<file path="config.mk">
export PLATFORM = sky130hd
export DESIGN_NAME = wb_host_cmd_driver
export DESIGN_NICKNAME = d
export VERILOG_FILES = /design/src/rtl/wb_cmd_pkg.sv /design/src/rtl/wb_cmd_timeout.sv /design/src/rtl/wb_host_cmd_driver.sv
export SDC_FILE = /design/constraint.sdc
export NUM_CORES = 1
export LEC_CHECK = 0
export BUFFER_PORTS_ARGS = -buffer_cell sky130_fd_sc_hd__buf_2
export CORE_ASPECT_RATIO = 1.1
export CORE_UTILIZATION = 35
export CTS_CLUSTER_SIZE = 10
export DETAILED_ROUTE_END_ITERATION = 8
export PLACE_DENSITY = 0.56
export REMOVE_ABC_BUFFERS = 1
export SYNTH_ARGS = -nofsm -noshare
export SYNTH_HDL_FRONTEND = slang
export SYNTH_SLANG_ARGS = --single-unit
</file>
<file path="constraint.sdc">
create_clock -name clk -period 2.6 [get_ports clk]
set_clock_uncertainty 0.15 [all_clocks]
set_input_delay 0.52 -clock clk [delete_from_list [all_inputs] [get_ports clk]]
set_output_delay 0.52 -clock clk [all_outputs]
set_load 0.005 [all_outputs]
</file>
<file path="src/rtl/wb_cmd_pkg.sv">
// Opcodes, response codes and FSM states shared by the host command driver and wishbone_master.
// A command/response word is a 2-bit code on top of a 32-bit payload.
package wb_cmd_pkg;

  localparam int WORD_W = 34;

  typedef enum logic [1:0] {
    CMD_RD   = 2'b00,
    CMD_WR   = 2'b01,
    CMD_ADDR = 2'b10,
    CMD_RST  = 2'b11
  } cmd_op_t;

  typedef enum logic [1:0] {
    RSP_WACK  = 2'b00,
    RSP_RDATA = 2'b01,
    RSP_AACK  = 2'b10,
    RSP_ERR   = 2'b11
  } rsp_code_t;

  typedef enum logic [2:0] {
    ST_IDLE,
    ST_SEND_ADDR,
    ST_WAIT_ADDR,
    ST_SEND_OP,
    ST_WAIT_OP,
    ST_ABORT,
    ST_DONE
  } drv_state_t;

  function automatic logic [WORD_W-1:0] mk_cmd(input cmd_op_t op, input logic [31:0] payload);
    return {op, payload};
  endfunction

endpackage

</file>
<file path="src/rtl/wb_cmd_timeout.sv">
// Response watchdog: counts waiting cycles, flags expiry at TIMEOUT-1.
// clear has priority over enable; expired is a decode of the registered count.
module wb_cmd_timeout #(
  parameter int TIMEOUT = 64,
  parameter int TO_W    = 7
) (
  input  logic clk,
  input  logic reset,
  input  logic clear,
  input  logic enable,
  output logic expired
);

  logic [TO_W-1:0] cnt;

  always_ff @(posedge clk or negedge reset) begin
    if (!reset) begin
      cnt <= '0;
    end else if (clear) begin
      cnt <= '0;
    end else if (enable) begin
      cnt <= cnt + 1'b1;
    end
  end

  assign expired = (cnt == TO_W'(TIMEOUT - 1));

endmodule

</file>
<file path="src/rtl/wb_host_cmd_driver.sv">
// Turns single-word client reads/writes into set-address + op commands for the wishbone master.
// Latency 3 cycles on an address-cache hit, 5 on a miss; req_ready only in IDLE, commands held through cmd_busy.
module wb_host_cmd_driver
  import wb_cmd_pkg::*;
#(
  parameter int ADDR_W  = 10,
  parameter int TIMEOUT = 64,
  parameter int TO_W    = 7
) (
  input  logic              clk,
  input  logic              reset,
  input  logic              req_valid,
  output logic              req_ready,
  input  logic              req_we,
  input  logic [ADDR_W-1:0] req_addr,
  input  logic [31:0]       req_wdata,
  output logic              resp_valid,
  output logic [31:0]       resp_rdata,
  output logic              resp_err,
  output logic              cmd_stb,
  output logic [WORD_W-1:0] cmd_word,
  input  logic              cmd_busy,
  input  logic              rsp_stb,
  input  logic [WORD_W-1:0] rsp_word
);

  drv_state_t        state;
  logic              we_q;
  logic [ADDR_W-1:0] addr_q;
  logic [31:0]       wdata_q;
  logic [31:0]       rdata_q;
  logic              err_q;
  logic [ADDR_W-1:0] last_addr;
  logic              cache_vld;
  logic              in_wait;
  logic              to_expired;
  logic [1:0]        rsp_code;

  assign in_wait  = (state == ST_WAIT_ADDR) || (state == ST_WAIT_OP);
  assign rsp_code = rsp_word[WORD_W-1:32];

  wb_cmd_timeout #(
    .TIMEOUT (TIMEOUT),
    .TO_W    (TO_W)
  ) u_timeout (
    .clk     (clk),
    .reset   (reset),
    .clear   (!in_wait),
    .enable  (in_wait && !rsp_stb),
    .expired (to_expired)
  );

  always_ff @(posedge clk or negedge reset) begin
    if (!reset) begin
      state      <= ST_IDLE;
      req_ready  <= 1'b0;
      resp_valid <= 1'b0;
      resp_rdata <= '0;
      resp_err   <= 1'b0;
      cmd_stb    <= 1'b0;
      cmd_word   <= '0;
      we_q       <= 1'b0;
      addr_q     <= '0;
      wdata_q    <= '0;
      rdata_q    <= '0;
      err_q      <= 1'b0;
      last_addr  <= '0;
      cache_vld  <= 1'b0;
    end else begin
      unique case (state)
        ST_IDLE: begin
          req_ready  <= 1'b1;
          resp_valid <= 1'b0;
          resp_rdata <= '0;
          resp_err   <= 1'b0;
          if (req_valid && req_ready) begin
            req_ready <= 1'b0;
            we_q      <= req_we;
            addr_q    <= req_addr;
            wdata_q   <= req_wdata;
            rdata_q   <= '0;
            err_q     <= 1'b0;
            cmd_stb   <= 1'b1;
            if (cache_vld && (last_addr == req_addr)) begin
              state    <= ST_SEND_OP;
              cmd_word <= req_we ? mk_cmd(CMD_WR, req_wdata) : mk_cmd(CMD_RD, 32'd0);
            end else begin
              state    <= ST_SEND_ADDR;
              cmd_word <= mk_cmd(CMD_ADDR, 32'(req_addr));
            end
          end
        end
        ST_SEND_ADDR: begin
          if (!cmd_busy) begin
            cmd_stb <= 1'b0;
            state   <= ST_WAIT_ADDR;
          end
        end
        ST_WAIT_ADDR: begin
          if (rsp_stb) begin
            if (rsp_code == RSP_AACK) begin
              last_addr <= addr_q;
              cache_vld <= 1'b1;
              cmd_stb   <= 1'b1;
              cmd_word  <= we_q ? mk_cmd(CMD_WR, wdata_q) : mk_cmd(CMD_RD, 32'd0);
              state     <= ST_SEND_OP;
            end else begin
              err_q     <= 1'b1;
              cache_vld <= 1'b0;
              state     <= ST_DONE;
            end
          end else if (to_expired) begin
            err_q     <= 1'b1;
            cache_vld <= 1'b0;
            cmd_stb   <= 1'b1;
            cmd_word  <= mk_cmd(CMD_RST, 32'd0);
            state     <= ST_ABORT;
          end
        end
        ST_SEND_OP: begin
          if (!cmd_busy) begin
            cmd_stb <= 1'b0;
            state   <= ST_WAIT_OP;
          end
        end
        ST_WAIT_OP: begin
          // Only the ack kind matching the request direction completes cleanly.
          if (rsp_stb) begin
            state <= ST_DONE;
            if (we_q ? (rsp_code == RSP_WACK) : (rsp_code == RSP_RDATA)) begin
              if (!we_q) begin
                rdata_q <= rsp_word[31:0];
              end
            end else begin
              err_q     <= 1'b1;
              cache_vld <= 1'b0;
            end
          end else if (to_expired) begin
            err_q     <= 1'b1;
            cache_vld <= 1'b0;
            cmd_stb   <= 1'b1;
            cmd_word  <= mk_cmd(CMD_RST, 32'd0);
            state     <= ST_ABORT;
          end
        end
        ST_ABORT: begin
          if (!cmd_busy) begin
            cmd_stb <= 1'b0;
            state   <= ST_DONE;
          end
        end
        ST_DONE: begin
          resp_valid <= 1'b1;
          resp_err   <= err_q;
          resp_rdata <= rdata_q;
          req_ready  <= 1'b1;
          state      <= ST_IDLE;
        end
        default: begin
          state <= ST_IDLE;
        end
      endcase
    end
  end

endmodule

</file>
==> flow_summary.toml <==
[grt]
gr-usage-all-layers_pct = 17.6
grt_use_met3_pct = 4.42
grt_antenna_before_repair = 2
grt_pass1_wl_um = 28300
global_route.peak_usage_layer = "met2"
grt_use_met1_pct = 24.2
grt_pass1_vias = 5412
grt_overflow = 0
use_met2_pct = 27.1
grt_max_degree = 67

[detailed_routing]
drt-total-wl_um = 17500
num_vias = 5536
drt-wirelength-per-cell_um = 15.9
drtIter0Drc = 255
viasPerCell = 5.04
firstDrtPassIters = 5
route.detailed.drc = 0
drtAntennaViolNets = 0

[sta]
grt_setup_unrepaired = "false"
max_freq_ghz = 0.451
period_share_pct = 85.3
max_slew_margin_pct = 61.9
layout_min_cycle_time_ns = 2.22
hold_violations = 0
slew_violations = 0
setup_violations = 0
hold_slack_ns = 0.154
max_slew.worst_pin.slew_ns = 0.572
layout_setup_ws_ns = 0.382

[cts]
post_cts_buffers = 0
clk_latency_ns = 0.42
clock-sinks = 167
tritoncts = "built"
numCtsBuffers = 17
htreeDepth = 4
root_buffer = "clkbuf_16"
ctsHoldBuffers = 1
cts-resized-gates = 0
clkTransAtPathRegs_ns = 0.07
cts.path.max_buffers = 2

[power_and_ir_drop]
powerDensity_nw_per_um2 = 1090
fin_total_pwr_mw = 9.59
p_leak_nw = 4.59
vdd.ir_drop.worst_uv = 498

[synth]
synth-simple-area-share_pct = 15.9
synth_compound_area_share_pct = 17.0
muxShareOfSynthArea_pct = 1.73
yosys_register_bits = 167
syn_inst = 691
synth_edf_count = 0
yosysUniqueCellTypes = 52
synth_adder_area_share_pct = 0.177
async_flop_share_pct = 100
ys.warnings.count = 0
syn_avg_cell_area_um2 = 10.2
yosys_most_used_dff = "dfrtp_1"
synth_top_area_cell = "dfrtp_1"
synth_top_family_by_area = "compound AO/OA/AOI/OAI gates"
synth.top_cells.by_area = "dfrtp_1 (59%), nand2_1 (8.8%), a22o_1 (4.1%)"
synth_top_area_share_pct = 59.0
synthesis.area_um2 = 7080
synth_seq_area_share_pct = 59.0
synth_xor_area_share_pct = 2.10

[final_layout]
drive_above_1_share_pct = 26.3
fillers = 1905
fin_nets = 915
fin_area_um2 = 8820
area_growth_pct = 24.6

[min_path]
hp-class = "in2reg"

[placed_design]
gp_congestion = 0.758
portBuffers = 151
place_area_um2 = 8180
hpwl_um = 11300
dp_slack_ns = 0.310

[die]
die_w_um = 138
io_pins = 152
die_area_um2 = 20800
die_h_um = 151
rows = 54
start_util_pct = 35.8
core_um2 = 19800

[worst_setup_path]
critPathKind = "reg2reg"
end_kind = "flip-flop"
crit_path_start_kind = "flip-flop"
crit_arrival_ns = 2.39
crit_fanout = 17
cp_data_required_time_ns = 2.78

[status]
status = "finished clean"

[flow_run]
drv_cap = 0
==> placed cells by master, fill, tap and decap left out, types with 4 or more instances in the layout <==
| cell | instances |
|---|---|
| o211ai_1 | 11 |
| a22o_1 | 33 |
| nand2b_1 | 5 |
| buf_12 | 6 |
| dfrtp_1 | 167 |
| nor2b_1 | 6 |
| nand2_1 | 165 |
| buf_2 | 150 |
| inv_1 | 26 |
| a21o_1 | 12 |
| nand3_1 | 46 |
| inv_6 | 4 |
| buf_4 | 11 |
| o21ai_1 | 8 |
| mux2_2 | 10 |
| nor2_1 | 13 |
| a21oi_1 | 10 |
| xnor2_1 | 13 |
| clkbuf_16 | 17 |
| a22oi_1 | 33 |
| o21ai_0 | 44 |
| xor2_1 | 4 |
==> final cells by class <==
| class | count | area [um2] | share of cell area, % |
|---|---|---|---|
| Tap cell | 252 | 315 | 3.57 |
| Clock inverter | 13 | 183 | 2.07 |
| Antenna cell | 1 | 2.50 | 0.0284 |
| Timing Repair Buffer | 169 | 975 | 11.0 |
| Multi-Input combinational cell | 451 | 2630 | 29.8 |
| Sequential cell | 167 | 4180 | 47.4 |
| Inverter | 26 | 97.6 | 1.11 |
| Clock buffer | 19 | 443 | 5.02 |
==> final timing paths <==
check	endpoint	slack [ns]	depth (start not counted)	startpoint
worst max-delay path	cmd_word[4]	0.38	5	state[2]
worst min-delay path	wdata_q[5]	0.15	3	req_wdata[5]
worst max register to register	cmd_word[4]	0.38	5	state[2]
worst min register to register	rdata_q[17]	0.32	2	rdata_q[17]
max in group asynchronous	last_addr[4]	1.15	3	reset
min in group asynchronous	resp_rdata[3]	0.45	2	reset
==> where the power goes <==
part,total (mW),switching [mW],internal (mW)
Sequential,3.99,0.555,3.44
Clock,2.69,1.12,1.57
Combinational,2.90,1.69,1.21
Total,9.59,3.37,6.22
==> synthesized netlist by cell type (2+ instances only) <==
cell type,number
a211oi_1,2
a21o_1,12
a21oi_1,10
a22o_1,33
a22oi_1,33
and2_1,3
buf_1,2
buf_2,14
clkbuf_1,31
dfrtp_1,167
inv_1,26
mux2_2,10
nand2_1,165
nand2b_1,5
nand3_1,46
nand4_1,2
nor2_1,13
nor2b_1,6
o211ai_1,11
o21ai_0,44
o21ai_1,9
o31a_1,2
xnor2_1,13
xor2_1,4
==> sequential cells by signal (all words and copies together) (netlist names) <==
register	flops
u_timeout.cnt	7
cache_vld	1
resp_rdata	32
rdata_q	32
cmd_word	34
wdata_q	32
we_q	1
err_q	1
state	3
addr_q	10
req_ready	1
resp_err	1
last_addr	10
cmd_stb	1
resp_valid	1
==> stage by stage <==
stage               setup TNS [ns]  utilization [%]  instances
floorplan                   -46.30                -        644
global placement                 0             41.3       1064
detailed placement               0             41.3       1064
CTS                              0             44.6       1097
global route                     0             44.6       1097
finish                           0             44.6       1098
==> critical path, stage by stage, from the launching register on <==
cell and delay [ns]:
dfrtp_1 0.57, and2_1 0.31, a211oi_4 0.35, a21boi_4 0.29, nand4_4 0.22, o211ai_1 0.24
==> layer usage <==
metal / vias up / routed length, um
met5: - / 13
met4: 2 / 180
met3: 12 / 1180
met2: 175 / 7630
met1: 2688 / 8480
li1: 2659 / -
==> kinds of logic (layout without fill, tap and decap cells) <==
family	count (synthesis)	in the layout
buffers and inverters	73	227
xor gates and xnor gates	17	17
adders and majority gates	1	1
other	0	1
muxes	11	11
DFF	167	167
AOI/OAI and AO/OA	169	169
and+or+nand+nor	253	253
Power figures use the tool's default switching activity.
